**src/rtl/uart_tx_arb_pkg.sv**
```systemverilog
// Shared types and constants for the two-source UART transmit arbiter.
// Used by uart_tx_arb and its optional statistics counters.
package uart_tx_arb_pkg;

    typedef enum logic [1:0] {
        IDLE      = 2'd0,
        ISSUE     = 2'd1,
        WAIT_ACK  = 2'd2,
        WAIT_DONE = 2'd3
    } tx_arb_state_t;

    localparam logic SRC_CMD = 1'b0;
    localparam logic SRC_SMP = 1'b1;

    // Starvation counter width covers STARVE_MAX up to 255.
    localparam int STARVE_W = 8;
    localparam int STAT_W   = 16;

    // Priority rule: cmd wins unless smp is waiting and has been passed over STARVE_MAX times.
    function automatic logic pick_smp(
        input logic                cmd_stb,
        input logic                smp_stb,
        input logic [STARVE_W-1:0] starve_cnt,
        input logic [STARVE_W-1:0] starve_lim
    );
        return smp_stb & (~cmd_stb | (starve_cnt == starve_lim));
    endfunction

endpackage

```
**src/rtl/uart_tx_arb_sat_cnt.sv**
```systemverilog
// Saturating event counter used for the optional accept statistics.
// Holds at all-ones once reached; cleared only by reset.
module uart_tx_arb_sat_cnt #(
    parameter int W = 16
) (
    input  logic         i_clk,
    input  logic         i_rst,
    input  logic         i_inc,
    output logic [W-1:0] o_cnt
);

    logic [W-1:0] r_cnt;
    logic         w_full;

    assign w_full = &r_cnt;

    always_ff @(posedge i_clk) begin
        if (i_rst) begin
            r_cnt <= '0;
        end else if (i_inc && !w_full) begin
            r_cnt <= r_cnt + 1'b1;
        end
    end

    assign o_cnt = r_cnt;

endmodule

```
**src/rtl/uart_tx_arb.sv**
```systemverilog
// Shares one uart_tx between a high-priority command path and a low-priority sample path.
// Define UART_TX_ARB_STATS_EN to add saturating accept counters cnt_cmd_o / cnt_smp_o.
module uart_tx_arb
    import uart_tx_arb_pkg::*;
#(
    parameter int WORD_W     = 32,
    parameter int STARVE_MAX = 8
) (
    input  logic              clk_i,
    input  logic              rst_i,
    input  logic              xoff_i,
    input  logic              cmd_stb_i,
    input  logic [WORD_W-1:0] cmd_data_i,
    output logic              cmd_rdy_o,
    input  logic              smp_stb_i,
    input  logic [WORD_W-1:0] smp_data_i,
    output logic              smp_rdy_o,
    output logic              tx_stb_o,
    output logic [WORD_W-1:0] tx_data_o,
    input  logic              tx_rdy_i,
    output logic              busy_o,
    output logic              src_o
`ifdef UART_TX_ARB_STATS_EN
    ,
    output logic [STAT_W-1:0] cnt_cmd_o,
    output logic [STAT_W-1:0] cnt_smp_o
`endif
);

    localparam logic [STARVE_W-1:0] STARVE_LIM = STARVE_W'(STARVE_MAX);

    tx_arb_state_t       r_state;
    tx_arb_state_t       w_state_next;
    logic [STARVE_W-1:0] r_starve;
    logic [WORD_W-1:0]   r_tx_data;
    logic                r_src;

    logic                w_grant;
    logic                w_sel_smp;
    logic                w_cmd_acc;
    logic                w_smp_acc;

    // Acks are suppressed during reset so a requester never sees an accept that reset discards.
    assign w_grant   = (r_state == IDLE) & tx_rdy_i & ~xoff_i
                     & (cmd_stb_i | smp_stb_i) & ~rst_i;
    assign w_sel_smp = pick_smp(cmd_stb_i, smp_stb_i, r_starve, STARVE_LIM);
    assign w_cmd_acc = w_grant & ~w_sel_smp;
    assign w_smp_acc = w_grant &  w_sel_smp;

    always_comb begin
        w_state_next = r_state;
        case (r_state)
            IDLE:      if (w_grant)   w_state_next = ISSUE;
            ISSUE:                    w_state_next = WAIT_ACK;
            WAIT_ACK:  if (!tx_rdy_i) w_state_next = WAIT_DONE;
            WAIT_DONE: if (tx_rdy_i)  w_state_next = IDLE;
            default:                  w_state_next = IDLE;
        endcase
    end

    always_ff @(posedge clk_i) begin
        if (rst_i) begin
            r_state <= IDLE;
        end else begin
            r_state <= w_state_next;
        end
    end

    // The granted word is latched once and held for the whole transmitter busy cycle.
    always_ff @(posedge clk_i) begin
        if (rst_i) begin
            r_tx_data <= '0;
            r_src     <= SRC_CMD;
        end else if (w_grant) begin
            r_tx_data <= w_sel_smp ? smp_data_i : cmd_data_i;
            r_src     <= w_sel_smp ? SRC_SMP : SRC_CMD;
        end
    end

    // Counts cmd wins while smp is kept waiting; any idle smp cycle forgives the history.
    always_ff @(posedge clk_i) begin
        if (rst_i) begin
            r_starve <= '0;
        end else if (!smp_stb_i || w_smp_acc) begin
            r_starve <= '0;
        end else if (w_cmd_acc && (r_starve != STARVE_LIM)) begin
            r_starve <= r_starve + 1'b1;
        end
    end

    assign cmd_rdy_o = w_cmd_acc;
    assign smp_rdy_o = w_smp_acc;
    assign tx_stb_o  = (r_state == ISSUE);
    assign tx_data_o = r_tx_data;
    assign busy_o    = (r_state != IDLE);
    assign src_o     = r_src;

`ifdef UART_TX_ARB_STATS_EN
    uart_tx_arb_sat_cnt #(
        .W (STAT_W)
    ) u_cnt_cmd (
        .i_clk (clk_i),
        .i_rst (rst_i),
        .i_inc (w_cmd_acc),
        .o_cnt (cnt_cmd_o)
    );

    uart_tx_arb_sat_cnt #(
        .W (STAT_W)
    ) u_cnt_smp (
        .i_clk (clk_i),
        .i_rst (rst_i),
        .i_inc (w_smp_acc),
        .o_cnt (cnt_smp_o)
    );
`endif

endmodule

```
**config.mk**
```make
export PLATFORM = sky130hd
export DESIGN_NAME = uart_tx_arb
export DESIGN_NICKNAME = d
export VERILOG_FILES = /design/src/rtl/uart_tx_arb_pkg.sv /design/src/rtl/uart_tx_arb_sat_cnt.sv /design/src/rtl/uart_tx_arb.sv
export SDC_FILE = /design/constraint.sdc
export NUM_CORES = 1
export LEC_CHECK = 0
export ABC_AREA = 1
export ABC_CLOCK_PERIOD_IN_PS = 1450
export BUFFER_PORTS_ARGS = -buffer_cell sky130_fd_sc_hd__buf_2
export CORE_UTILIZATION = 43
export DETAILED_ROUTE_END_ITERATION = 10
export PLACE_DENSITY = 0.77
export SLEW_MARGIN = 20
export SYNTH_ARGS = -nofsm -noshare
export SYNTH_HDL_FRONTEND = slang
export SYNTH_SLANG_ARGS = --single-unit
```
**constraint.sdc**
```tcl
create_clock -name clk_i -period 1.45 [get_ports clk_i]
set_input_delay 0.29 -clock clk_i [delete_from_list [all_inputs] [get_ports clk_i]]
set_output_delay 0.29 -clock clk_i [all_outputs]
set_load 0.02 [all_outputs]
```
==> flow_summary_export.csv, run 1 <==
group,metric,value,unit
run_status,status,"finished, violations left",
run_status,violations,"negative setup slack",
drt,first_pass_iters,4,
power,p_leak,2.04,nW
drt,drt-vias-per-instance,5.12,
synth,syn_avg_cell_area,6.94,um2
synth,synth_most_common_cell,"nand2_1",
cts,numCtsBuffers,5,
timing,grt_setup_unrepaired,"true",
drt,vias,2872,
cts,clockBufferDepth,2,
drt,wire_per_inst,13.6,um
drt,drt_iter0_drc,100,
synth,netlist.area_leader.share,35.4,%
timing,slew_violations,0,
worst_setup_path,timing.rr.start,"r_state[1]$_SDFFE_PP0P_",
global_route,antenna_found_initial,0,
synth,yosysUniqueCellTypes,24,
timing,period_minus_slack,1.81,ns
worst_setup_path,cpPeakStageDelay,0.33,ns
synth,synthesis.area,0.00243,mm2
min_path,worstHoldStart,"cmd_data_i[9]",
timing,worst_slack,-0.355,ns
synth,yosys-top-cells-area,"dfxtp_1 35%, nand3_1 14%, nand2_1 14%",
power,p_per_area,907,mW/mm2
cells_and_area,syn_to_final_growth,54.3,%
run,maxCapViolations,0,
cts,cts_tree,"yes",
worst_setup_path,crit_slowest_cell,"dfxtp_2",
placed_design,dp_hpwl,4750,um
power,peakVddDrop,0.728,mV
worst_setup_path,path_class,"reg2out",
synth,synthCells,350,
timing,finalSetupViolCount,45,
placed_design,gp_congestion,0.834,
worst_setup_path,cpMostUsedCell,"inv_2",
die,row_count,26,
synth,synth_nets,426,
drt,drt-total-wl,7610,um
global_route,grt_pass1_vias,2562,
global_route,grt_pass1_wl,11800,um
worst_setup_path,crit_path_max_fanout,4,
worst_setup_path,worstPathCellList,"inv_2 > ha_4 > nand2_2 > inv_2 > nand2_4 > nor2_8 > inv_4 > a21oi_4 > buf_6",
worst_setup_path,cp-end-kind,"output port",
cells_and_area,n_antenna_cell,0,
timing,finClkSkew,0.00518,ns
global_route,grt_max_degree,19,
synth,async_reset_ff_share,0,%
drt,drc_errors,0,
drt,ant_nets,0,
die,die_w,77.2,um
placed_design,placed_area,0.00319,mm2
synth,yosysWarnings,0,
min_path,min_path_type,"in2reg",
timing,finalCritPeriodShare,125,%
die,core,0.00527,mm2
timing,fmax,0.554,GHz
synth,synth-main-ff-cell,"dfxtp_1",
cts,htreeDepth,2,
die,io_pins,107,
synth,synth_edf_count,0,
cts,clkLatencyLatePin,0.30,ns
cells_and_area,layout.nets,567,
synth,ys_ff_latch,43,
die,die_area,0.00595,mm2
timing,slew_headroom,76.4,%
worst_setup_path,startpoint_type,"flip-flop",
cells_and_area,drive_gt1_share,42.2,%
cts,clock-sinks,43,
cts,clkTransAtPathRegs,0.07,ns
timing,hold_violations,0,
die,die_h,77.2,um
placed_design,portBuffers,106,
synth,yosysSeqAreaShare,35.4,%
worst_setup_path,critPathArrivalTime,1.52,ns
global_route,grt-ovfl-total,0,
cells_and_area,fin_area,0.00375,mm2
cts,clock-root-buffer,"clkbuf_8",
synth,synthTopCellsByCount,"91 x nand2_1, 70 x nand3_1, 47 x inv_1, 43 x dfxtp_1, 33 x nand4_1",
worst_setup_path,setup.worst_path.start,"r_state[1]$_SDFFE_PP0P_",
global_route,track_usage,24.9,%
worst_setup_path,cp.required,1.16,ns
timing,final.setup.tns,-7.83,ns
timing,tightest_slew,0.351,ns
synth,synth_largest_area_cell,"dfxtp_1",
die,start_util,46.1,%
[timing repair]
| item | in CTS | in global routing |
|---|---|---|
| buffers inserted | 11 | 4 |
| resized for setup | 56 | 24 |
| hold buffers | 0 | 0 |
| pin swaps | 21 | 11 |
| gates cloned | 4 | 3 |
| setup endpoints to repair | 45 | 46 |
[layout by cell type (no fill, tap or decap), types with 3 or more instances in the layout]
cell type / instances
nand3_2: 10
clkbuf_8: 5
buf_12: 4
a21oi_1: 7
buf_6: 14
dfxtp_1: 40
inv_1: 39
ha_1: 3
buf_2: 102
nand2_1: 88
inv_2: 6
nor2_1: 6
nand4_1: 33
xor2_1: 5
dfxtp_2: 3
buf_4: 30
inv_4: 4
a21oi_2: 4
nand3_1: 58
nand3_4: 3
[where the power goes]
part / total (W) / switching (W) / leakage, nW / internal (W)
sequential: 0.00129 / 0.0000380 / 0.349 / 0.00125
clock: 0.000908 / 0.000403 / 0.0513 / 0.000505
combinational: 0.00120 / 0.000630 / 1.64 / 0.000570
total: 0.00340 / 0.00107 / 2.04 / 0.00233
[layout make-up]
| type | instances | area [um2] |
|---|---|---|
| clock buffer | 6 | 72.6 |
| clock inverter | 1 | 30.0 |
| fill | 445 | 1520 |
| inverter | 50 | 198 |
| multi-input combinational | 236 | 1410 |
| sequential | 43 | 865 |
| tap | 70 | 87.6 |
| timing repair buffer | 155 | 1080 |
[routing by layer]
layer | vias to the layer above | part of all wire (%) | global-route usage [%]
met5 | - | 0 | 0
met4 | 0 | 3.0 | 9.43
met2 | 140 | 49 | 45.1
li1 | 1425 | - | -
met3 | 24 | 7.8 | 4.29
met1 | 1283 | 40 | 28.9
[state kept, by name (all words and copies together) (netlist names)]
register / flops
r_starve: 8
r_state: 2
src_o: 1
tx_data_o: 32
[per-stage QoR]
stage / worst slack (ns) / util, % / hold WS [ns] / std cells / power, W
6_report: -0.355 / 71.1 / 0.304 / 561 / 0.00340
5_1_grt: -0.408 / 71.1 / 0.327 / 561 / 0.00356
3_3_place_gp: -0.144 / 60.5 / 0.463 / 537 / 0.00218
3_5_place_dp: -0.194 / 60.5 / 0.469 / 537 / 0.00220
2_1_floorplan: -0.0744 / - / 0.471 / 350 / 0.00185
4_1_cts: -0.326 / 68.8 / 0.299 / 558 / 0.00330
[kinds of logic after synthesis]
family / share of synthesized area (%)
xor+xnor: 1.80
flops: 35.4
simple gates: 40.5
fa+ha+maj: 3.09
compound gates: 4.74
buf+inv: 14.4
[worst paths after layout]
path                            slack (ns)                   endpoint  cells past startpoint
worst min register to register        0.48         src_o$_SDFFE_PP0N_                      2
worst max-delay path                 -0.36                  cmd_rdy_o                      9
worst max register to register       -0.24   r_starve[0]$_SDFFE_PP0P_                     12
worst min-delay path                  0.30  tx_data_o[9]$_SDFFE_PP0N_                      5
[worst max-delay path, delay by kind of cell, from the launching register on]
family,cells,cell delay [ns]
DFF,1,0.33
buffers and inverters,4,0.33
adders and majority gates,1,0.14
and+or+nand+nor,3,0.29
AOI/OAI and AO/OA,1,0.13
(Power assumes the default switching activity.)
==> run 2, diff against run 1 <==
--- a/config.mk
+++ b/config.mk
@@ -8,9 +8,11 @@
 export ABC_AREA = 1
 export ABC_CLOCK_PERIOD_IN_PS = 1450
 export BUFFER_PORTS_ARGS = -buffer_cell sky130_fd_sc_hd__buf_2
-export CORE_UTILIZATION = 43
+export CELL_PAD_IN_SITES_DETAIL_PLACEMENT = 0
+export CELL_PAD_IN_SITES_GLOBAL_PLACEMENT = 1
+export CORE_UTILIZATION = 29
 export DETAILED_ROUTE_END_ITERATION = 10
-export PLACE_DENSITY = 0.77
+export PLACE_DENSITY_LB_ADDON = 0.1
 export SLEW_MARGIN = 20
 export SYNTH_ARGS = -nofsm -noshare
 export SYNTH_HDL_FRONTEND = slang
==> run 2 against run 1 <==
The flow still finishes with violations (negative setup slack). Sequential share of layout area down 2.3 points. Clock power grew 2%. Global-route usage fell by 8.1 points. Power is 1.3% higher. Largest power group unchanged.
==> flow_summary_export.csv, run 2 (same netlist as run 1, synthesis figures left out) <==
group,metric,value,unit
worst_setup_path,crit_path_max_fanout,4,
cts,cts_tree,"yes",
run,maxCapViolations,0,
cells_and_area,layout_commonest_cell,"buf_2",
timing,finalSetupViolCount,44,
min_path,worst_hold_path.endpoint,"tx_data_o[2]$_SDFFE_PP0N_",
cts,numCtsBuffers,5,
cells_and_area,drive_gt1_share,53.3,%
die,core,0.00818,mm2
worst_setup_path,r2r_setup_slack,-0.23,ns
drt,drc_errors,0,
worst_setup_path,ff2ff_path_depth,12,
drt,drt-total-wl,8130,um
drt,ant_nets,0,
power,pwr-share-clk,26.9,%
timing,fmax,0.570,GHz
min_path,worstHoldStart,"cmd_data_i[2]",
power,combPwrFrac,35.7,%
cells_and_area,largest_reg_flops,32,
timing,grt_setup_unrepaired,"true",
timing,finClkSkew,0.00912,ns
cts,clockBufferDepth,2,
power,p_seq_share,37.4,%
timing,worst_slack,-0.306,ns
run_status,status,"finished, violations left",
cts,htreeDepth,2,
drt,first_pass_iters,4,
placed_design,gp_congestion,0.754,
power,p_leak,2.25,nW
die,row_count,33,
worst_setup_path,path_class,"reg2out",
global_route,grt_max_degree,34,
timing,slew_headroom,83.6,%
cells_and_area,nFillCells,823,
cts,clock-sinks,43,
global_route,grt_pass1_wl,11700,um
power,p_sw,0.00111,W
global_route,antenna_found_initial,0,
power,p_per_area,824,mW/mm2
die,die_w,93.5,um
timing,hold_violations,0,
global_route,grt-ovfl-total,0,
die,die_area,0.00874,mm2
die,io_pins,107,
cells_and_area,layout.nets,568,
power,sw_frac_of_total,32.2,%
placed_design,portBuffers,106,
worst_setup_path,cp-end-kind,"output port",
cts,clock-root-buffer,"clkbuf_8",
drt,drt_iter0_drc,106,
global_route,grt_pass1_vias,2415,
drt,wire_per_inst,13.6,um
die,die_h,93.5,um
min_path,whs_path_depth,5,
timing,period_minus_slack,1.76,ns
cts,clkTransAtPathRegs,0.09,ns
timing,tightest_slew,0.244,ns
power,internal-power,0.00234,W
global_route,track_usage,16.9,%
worst_setup_path,cp.required,1.16,ns
cells_and_area,syn_to_final_growth,72.2,%
drt,vias,2790,
worst_setup_path,reg2reg_to,"tx_data_o[14]$_SDFFE_PP0N_",
placed_design,dp_hpwl,5200,um
worst_setup_path,critPathArrivalTime,1.47,ns
power,peakVddDrop,0.568,mV
worst_setup_path,startpoint_type,"flip-flop",
worst_setup_path,timing.rr.start,"r_starve[0]$_SDFFE_PP0P_",
cts,clkLatencyLatePin,0.30,ns
placed_design,place_ws,-0.208,ns
run_status,violations,"negative setup slack",
min_path,min_path_type,"in2reg",
cells_and_area,most-common-layout-cells,"102 x buf_2, 89 x nand2_1, 47 x nand3_2",
power,power,0.00344,W
timing,finalCritPeriodShare,121,%
cells_and_area,n_antenna_cell,0,
die,start_util,29.7,%
drt,drt-vias-per-instance,4.67,
timing,slew_violations,0,
## run 2: per-stage QoR
stage | cell area, um2 | TNS (ns) | hold slack [ns] | instances | utilization (%)
floorplan | 2480 | -0.112 | 0.471 | 350 | -
global placement | 3320 | -6.09 | 0.457 | 575 | 40.6
detailed placement | 3320 | -6.90 | 0.462 | 575 | 40.6
CTS | 3550 | -8.42 | 0.298 | 592 | 43.5
global route | 4180 | -11.80 | 0.294 | 597 | 51.1
finish | 4180 | -8.31 | 0.301 | 597 | 51.1
## run 2: area by class of cell
cell class | instances | area [um2] | area share [%]
timing repair buffer | 158 | 1110 | 26.5
sequential | 43 | 867 | 20.7
clock inverter | 1 | 30.0 | 0.718
tap | 105 | 131 | 3.14
inverter | 50 | 195 | 4.67
multi-input combinational | 234 | 1780 | 42.5
clock buffer | 6 | 72.6 | 1.74
## run 2: what timing repair did
item | in CTS | in global routing
gates cloned | 0 | 4
buffers inserted | 10 | 2
pin swaps | 6 | 15
hold buffers | 0 | 0
setup endpoints to repair | 46 | 47
gates resized for setup | 18 | 108
## run 2: worst max-delay path: stages (launching register included)
cell and delay (ns):
dfxtp_2 0.33, inv_2 0.07, ha_4 0.14, nand2_2 0.05
inv_2 0.06, nand2_4 0.06, nor2_8 0.16, inv_4 0.06
a21oi_4 0.12, buf_6 0.13
## run 2: power by group through the flow
stage / clock network (W) / logic (W) / registers, W
2_1_floorplan: 0 / 0.000476 / 0.00138
3_3_place_gp: 0 / 0.000937 / 0.00132
3_5_place_dp: 0 / 0.000939 / 0.00132
4_1_cts: 0.000950 / 0.00101 / 0.00129
5_1_grt: 0.00101 / 0.00133 / 0.00130
6_report: 0.000927 / 0.00123 / 0.00129
## run 2: layer usage
layer / vias to the layer above / part of all wire [%] / GRT usage, %
met1: 1276 / 45 / 22.7
met2: 77 / 48 / 27.4
li1: 1432 / - / -
met3: 5 / 5.9 / 3.74
met5: - / 0 / 0
met4: 0 / 0.78 / 3.85
## run 2: how the worst max path moves through the flow
stage | from | to | slack, ns | depth (start not counted)
after global routing | r_state[1]$_SDFFE_PP0P_ | cmd_rdy_o | -0.38 | 9
after global placement | r_starve[0]$_SDFFE_PP0P_ | cmd_rdy_o | -0.20 | 7
after floorplan | r_state[1]$_SDFFE_PP0P_ | cmd_rdy_o | -0.07 | 9
after CTS | r_state[0]$_SDFFE_PP0P_ | cmd_rdy_o | -0.31 | 9
final | r_state[1]$_SDFFE_PP0P_ | cmd_rdy_o | -0.31 | 9
after detailed placement | r_starve[0]$_SDFFE_PP0P_ | cmd_rdy_o | -0.21 | 7
